`src/rtl/sipo.sv`:
```
// rtl/sipo.sv - 70-bit serial-in parallel-out word assembler with 14-entry row index
module sipo (
  input  logic        clk,
  input  logic        rst,
  input  logic        en,
  input  logic        din,
  output logic        load,
  output logic [69:0] dout,
  output logic [3:0]  row
);

  localparam int unsigned WORD_W   = 70;
  localparam int unsigned ROWS     = 14;
  localparam logic [6:0]  LAST_BIT = 7'(WORD_W - 1);
  localparam logic [3:0]  LAST_ROW = 4'(ROWS - 1);

  logic [69:0] shift_q;
  logic [6:0]  bit_cnt;
  logic [3:0]  word_idx;
  logic [69:0] next_shift;

  // The word being completed includes the bit arriving on this very edge.
  assign next_shift = {shift_q[68:0], din};

  // Shift, count accepted bits, and publish a finished word with a one-cycle load pulse.
  always_ff @(posedge clk or negedge rst) begin
    if (!rst) begin
      shift_q  <= '0;
      bit_cnt  <= '0;
      word_idx <= '0;
      dout     <= '0;
      row      <= '0;
      load     <= 1'b0;
    end else begin
      load <= 1'b0;
      if (en) begin
        shift_q <= next_shift;
        if (bit_cnt == LAST_BIT) begin
          dout     <= next_shift;
          row      <= word_idx;
          load     <= 1'b1;
          bit_cnt  <= '0;
          word_idx <= (word_idx == LAST_ROW) ? 4'd0 : word_idx + 4'd1;
        end else begin
          bit_cnt <= bit_cnt + 7'd1;
        end
      end
    end
  end

endmodule

```
`config.mk`:
```
export PLATFORM = sky130hd
export DESIGN_NAME = sipo
export DESIGN_NICKNAME = d
export VERILOG_FILES = /design/src/rtl/sipo.sv
export SDC_FILE = /design/constraint.sdc
export NUM_CORES = 1
export LEC_CHECK = 0
export ABC_AREA = 1
export ABC_CLOCK_PERIOD_IN_PS = 1600
export CORE_UTILIZATION = 49
export CTS_CLUSTER_SIZE = 40
export DETAILED_ROUTE_END_ITERATION = 10
export PLACE_DENSITY = 0.8
export SETUP_SLACK_MARGIN = 0.3
export SYNTH_ARGS = -nofsm -noshare
export SYNTH_HDL_FRONTEND = slang
export SYNTH_SLANG_ARGS = --single-unit
```
`constraint.sdc`:
```
create_clock -name clk -period 1.6 [get_ports clk]
set_input_delay 0.16 -clock clk [delete_from_list [all_inputs] [get_ports clk]]
set_output_delay 0.16 -clock clk [all_outputs]
set_load 0.1 [all_outputs]
```
# [After elaboration in Yosys (flattened, before gate mapping)]
# Index checks and enable logic that the tools add are counted.
# W data, S select, Z words.
[word_totals] word_cells=15 output_inout_bits=75 reg_bits=155
[op_classes] reduce_logical=1 n_eq_ne=2 add_sub_neg=2 muxes=4
[ops] op="$add A7 B1 Y7 const B" n=1
[ops] op="$eq A7 B7 Y1 const B" n=1
[ops] op="$mux W7" n=1
[ops] op="$add A4 B1 Y4 const B" n=1
[ops] op="$eq A4 B4 Y1 const B" n=1
[ops] op="$mux W4" n=1
[ops] op="$mux W1" n=2
[ops] op="$reduce_and A2 Y1" n=1

# [Depth between registers and ports, before layout]
[logic_depth] ltp_word=3 depth_mapped=9 ltp_nobuf=8

# [Worst setup path before layout]
# Ideal clock, no wire load.
[synth_timing] path_kind="reg-to-reg" startpoint="reg bit_cnt[1]" endpoint="reg dout[61]" synth_period_minus_slack_ps=1398 setup_slack_ps=202 path_stages_with_launch=10 required_time_ps=1470 arrival_ps=1268 path_cell_list="dfrtp_1 -> inv_1 -> ha_1 -> nand2_1 -> nor2_4 -> nand3_2 -> buf_6 -> buf_6 -> nand2_1 -> o21ai_1"
[synth_via] elab_chain_cells=2
[synth_lines] item="start: declaration" line="18" source="logic [6:0] bit_cnt;"
[synth_lines] item="start signal: assignment" line="45" source="bit_cnt <= bit_cnt + 7'd1;"
[synth_lines] item="$eq A7 B7 Y1" line="38" source="if (bit_cnt == LAST_BIT) begin"
[synth_lines] item="$reduce_and A2 Y1 (no source line)"
[synth_lines] item="end signal: assignment" line="39" source="dout <= next_shift;"
[synth_lines] item="end: declaration" line="8" source="output logic [69:0] dout,"
# No other way between the ends.
# A chain may end at the register's enable or synchronous reset.

# [Final worst setup path]
[layout_timing] startpoint="reg bit_cnt[1]" endpoint="reg dout[52]"
# The elaborated chain is that of the path after synthesis.

==> results.py <==
metrics = {
    "synth": {
        "ys_seq_area_frac": 0.619,
        "avgSynthCellArea_um2": 10.2,
        "synth-xor-area-share": 0.00280,
        "yosys_warnings": 0,
        "synthCells": 615,
        "synth.distinct_cells": 20,
        "syn-cell-area_um2": 6260,
        "ys_ff_latch": 155,
        "synth_mux_area_frac": 0,
        "synth_adder_area_share": 0.00399,
        "synth-compound-area-share": 0.151,
        "synthSimpleGateAreaFrac": 0.133,
        "synth_nets": 621,
        "synth_top_family_by_area": "compound AO/OA/AOI/OAI gates",
    },
    "worst_setup_path": {
        "timing.critical_path.cells": "inv_1, ha_2, nand2_2, nor2_4, buf_4, nand3_4, clkbuf_16, o21ai_0",
        "critPathCaptureType": "flop",
        "cp_data_arrival_time_ns": 1.90,
        "critPathSlowestCell": "dfrtp_1",
        "worstSetupStartpointType": "flop",
        "cp_max_fo": 20,
        "cpPeakStageDelay_ns": 0.39,
        "ff2ff_setup_slack_ns": 0.03,
        "critical-path-top-delay-family": "buffers and inverters",
        "cp_num_buf_inv": 3,
        "worstSetupPathType": "flop to flop",
        "cp.required_ns": 1.93,
    },
    "placement": {
        "port_buffers": 78,
        "place_congestion": 0.739,
        "place_inst": 839,
        "post-place-ws_ns": 0.0942,
        "hpwl_um": 7890,
    },
    "worst_hold_path": {
        "hp-class": "input pin to asynchronous set/reset pin",
    },
    "detailed_routing": {
        "finalWirelength_um": 12300,
        "remaining_drc_errors": 0,
        "postRouteAntennaNets": 0,
        "vias_per_cell": 4.90,
        "vias": 4305,
        "first_iter_violations": 242,
        "wl_per_cell_um": 13.9,
        "first_pass_iters": 5,
    },
    "floorplanning": {
        "start_util": 0.513,
        "die_w_um": 115,
        "rows": 40,
        "die_h_um": 115,
        "coreArea_um2": 12200,
        "io-pin-count": 79,
        "die-area_um2": 13200,
    },
    "final_layout": {
        "area_growth_pct": 38.7,
        "layout_commonest_cell": "dfrtp_1",
        "fillers": 868,
        "final_cell_mix": "155 x dfrtp_1, 134 x nand2_1, 84 x inv_1",
        "multi_input_area_um2": 1870,
        "final_nets": 704,
        "num_antenna_cells": 0,
        "seq_area_um2": 3880,
        "final_cell_count_no_fill": 879,
        "drive_above_1_share": 0.312,
    },
    "global_routing": {
        "grt_max_degree": 107,
        "grt_remaining_overflow": 0,
        "antenna_found_initial": 0,
        "grt_pass1_wl_um": 20300,
        "track_usage": 0.202,
        "grt_pass1_vias": 4271,
    },
    "power": {
        "vdd_drop_max_mv": 1.06,
        "leakagePower_nw": 3.95,
        "p_per_area_nw_per_um2": 1220,
    },
    "sta": {
        "setup_slack_ns": 0.0277,
        "min_period_over_period": 0.983,
        "tightest_slew_ns": 0.412,
        "relSlewSlack": 0.725,
        "setup_viol": 0,
        "clock_skew_ns": 0.00701,
        "hold_viol": 0,
        "max_clock_freq_mhz": 636,
        "period_needed_ns": 1.57,
        "maxSlewViolCount": 0,
        "rsz0062_at_grt": "true",
    },
    "clock_tree": {
        "cts_made_buffers": 17,
        "htreeDepth": 4,
        "cts.reportedPaths.clkPinSlew_ns": 0.06,
        "clockBufferDepth": 2,
        "cts_tree": "built",
        "cts-root-buf": "clkbuf_16",
        "clock_latency_ns": 0.42,
        "cts_num_sinks": 155,
    },
    "status": {
        "status": "completed",
    },
    "run": {
        "maxCapViolCount": 0,
    },
}
[synth_stat cells (all sizes together)]
library cell	instances	area [µm²]
a21oi	2	10.0
o21ai	147	938
ha	2	25.0
xnor2	1	8.76
nand4	1	6.26
nor2	8	37.5
nand2	170	726
xor2	1	8.76
nand3	10	55.1
clkbuf	9	33.8
dfrtp	155	3880
nand3b	1	7.51
inv	84	315
buf	24	214
[power breakdown]
part           switching [W]  internal (W)
sequential          0.000335       0.00436
clock                0.00147       0.00253
combinational        0.00129      0.000648
[through the flow]
stage / utilization / TNS (ns) / total power [W] / area, µm² / hold slack (ns)
floorplan: - / 0 / 0.00590 / 6270 / -0.136
global route: 0.711 / -0.0460 / 0.0111 / 8690 / 0.234
finish: 0.711 / 0 / 0.0106 / 8690 / 0.230
CTS: 0.702 / 0 / 0.0106 / 8570 / 0.208
detailed placement: 0.651 / 0 / 0.00662 / 7950 / 0.114
global placement: 0.651 / 0 / 0.00652 / 7950 / 0.108
[worst reg2reg max path, stage by stage, from the launching register on]
cell	delay, ns
dfrtp_1	0.39
inv_1	0.08
ha_2	0.18
nand2_2	0.06
nor2_4	0.13
buf_4	0.14
nand3_4	0.11
clkbuf_16	0.22
o21ai_0	0.17
[logic make-up after synthesis]
kind of cell / after synthesis
AOI/OAI and AO/OA: 149
and+or+nand+nor: 190
buffers and inverters: 117
DFF: 155
xor gates and xnor gates: 2
adders and majority gates: 2
[timing repair]
item,in CTS,in global routing
cloned,0,3
setup endpoints to repair,82,84
hold buffers,1,0
hold endpoints to repair,40,0
resized for setup,1,10
setup buffers,1,3
pin swaps,0,1
[state kept, by name, indices dropped and copies added (netlist names)]
name,flops
word_idx,4
dout,70
shift_q,69
bit_cnt,7
row,4
load,1
[final timing paths]
kind | start | end | cells past startpoint
min in group clk | en | load | 3
worst min register to register | shift_q[54] | shift_q[55] | 2
worst max register to register | bit_cnt[1] | dout[52] | 8
worst min-delay path | rst | dout[50] | 2
worst max-delay path | bit_cnt[1] | dout[52] | 8
max in group asynchronous | rst | dout[40] | 3
[final cells by class]
type                       count  area share
tap                          168      0.0242
sequential                   155       0.446
inverter                      84      0.0363
clock inverter                 7     0.00979
timing repair buffer          96       0.208
clock buffer                  25      0.0593
multi-input combinational    344       0.215
[metal layers]
| layer | GRT usage | share of wire | up-vias |
|---|---|---|---|
| met5 | 0 | 0 | - |
| met4 | 0.0788 | 0.018 | 0 |
| met3 | 0.0633 | 0.042 | 22 |
| met2 | 0.338 | 0.53 | 83 |
| met1 | 0.244 | 0.41 | 2108 |
| li1 | - | - | 2092 |
No activity file was read; power rests on OpenSTA's default activity.
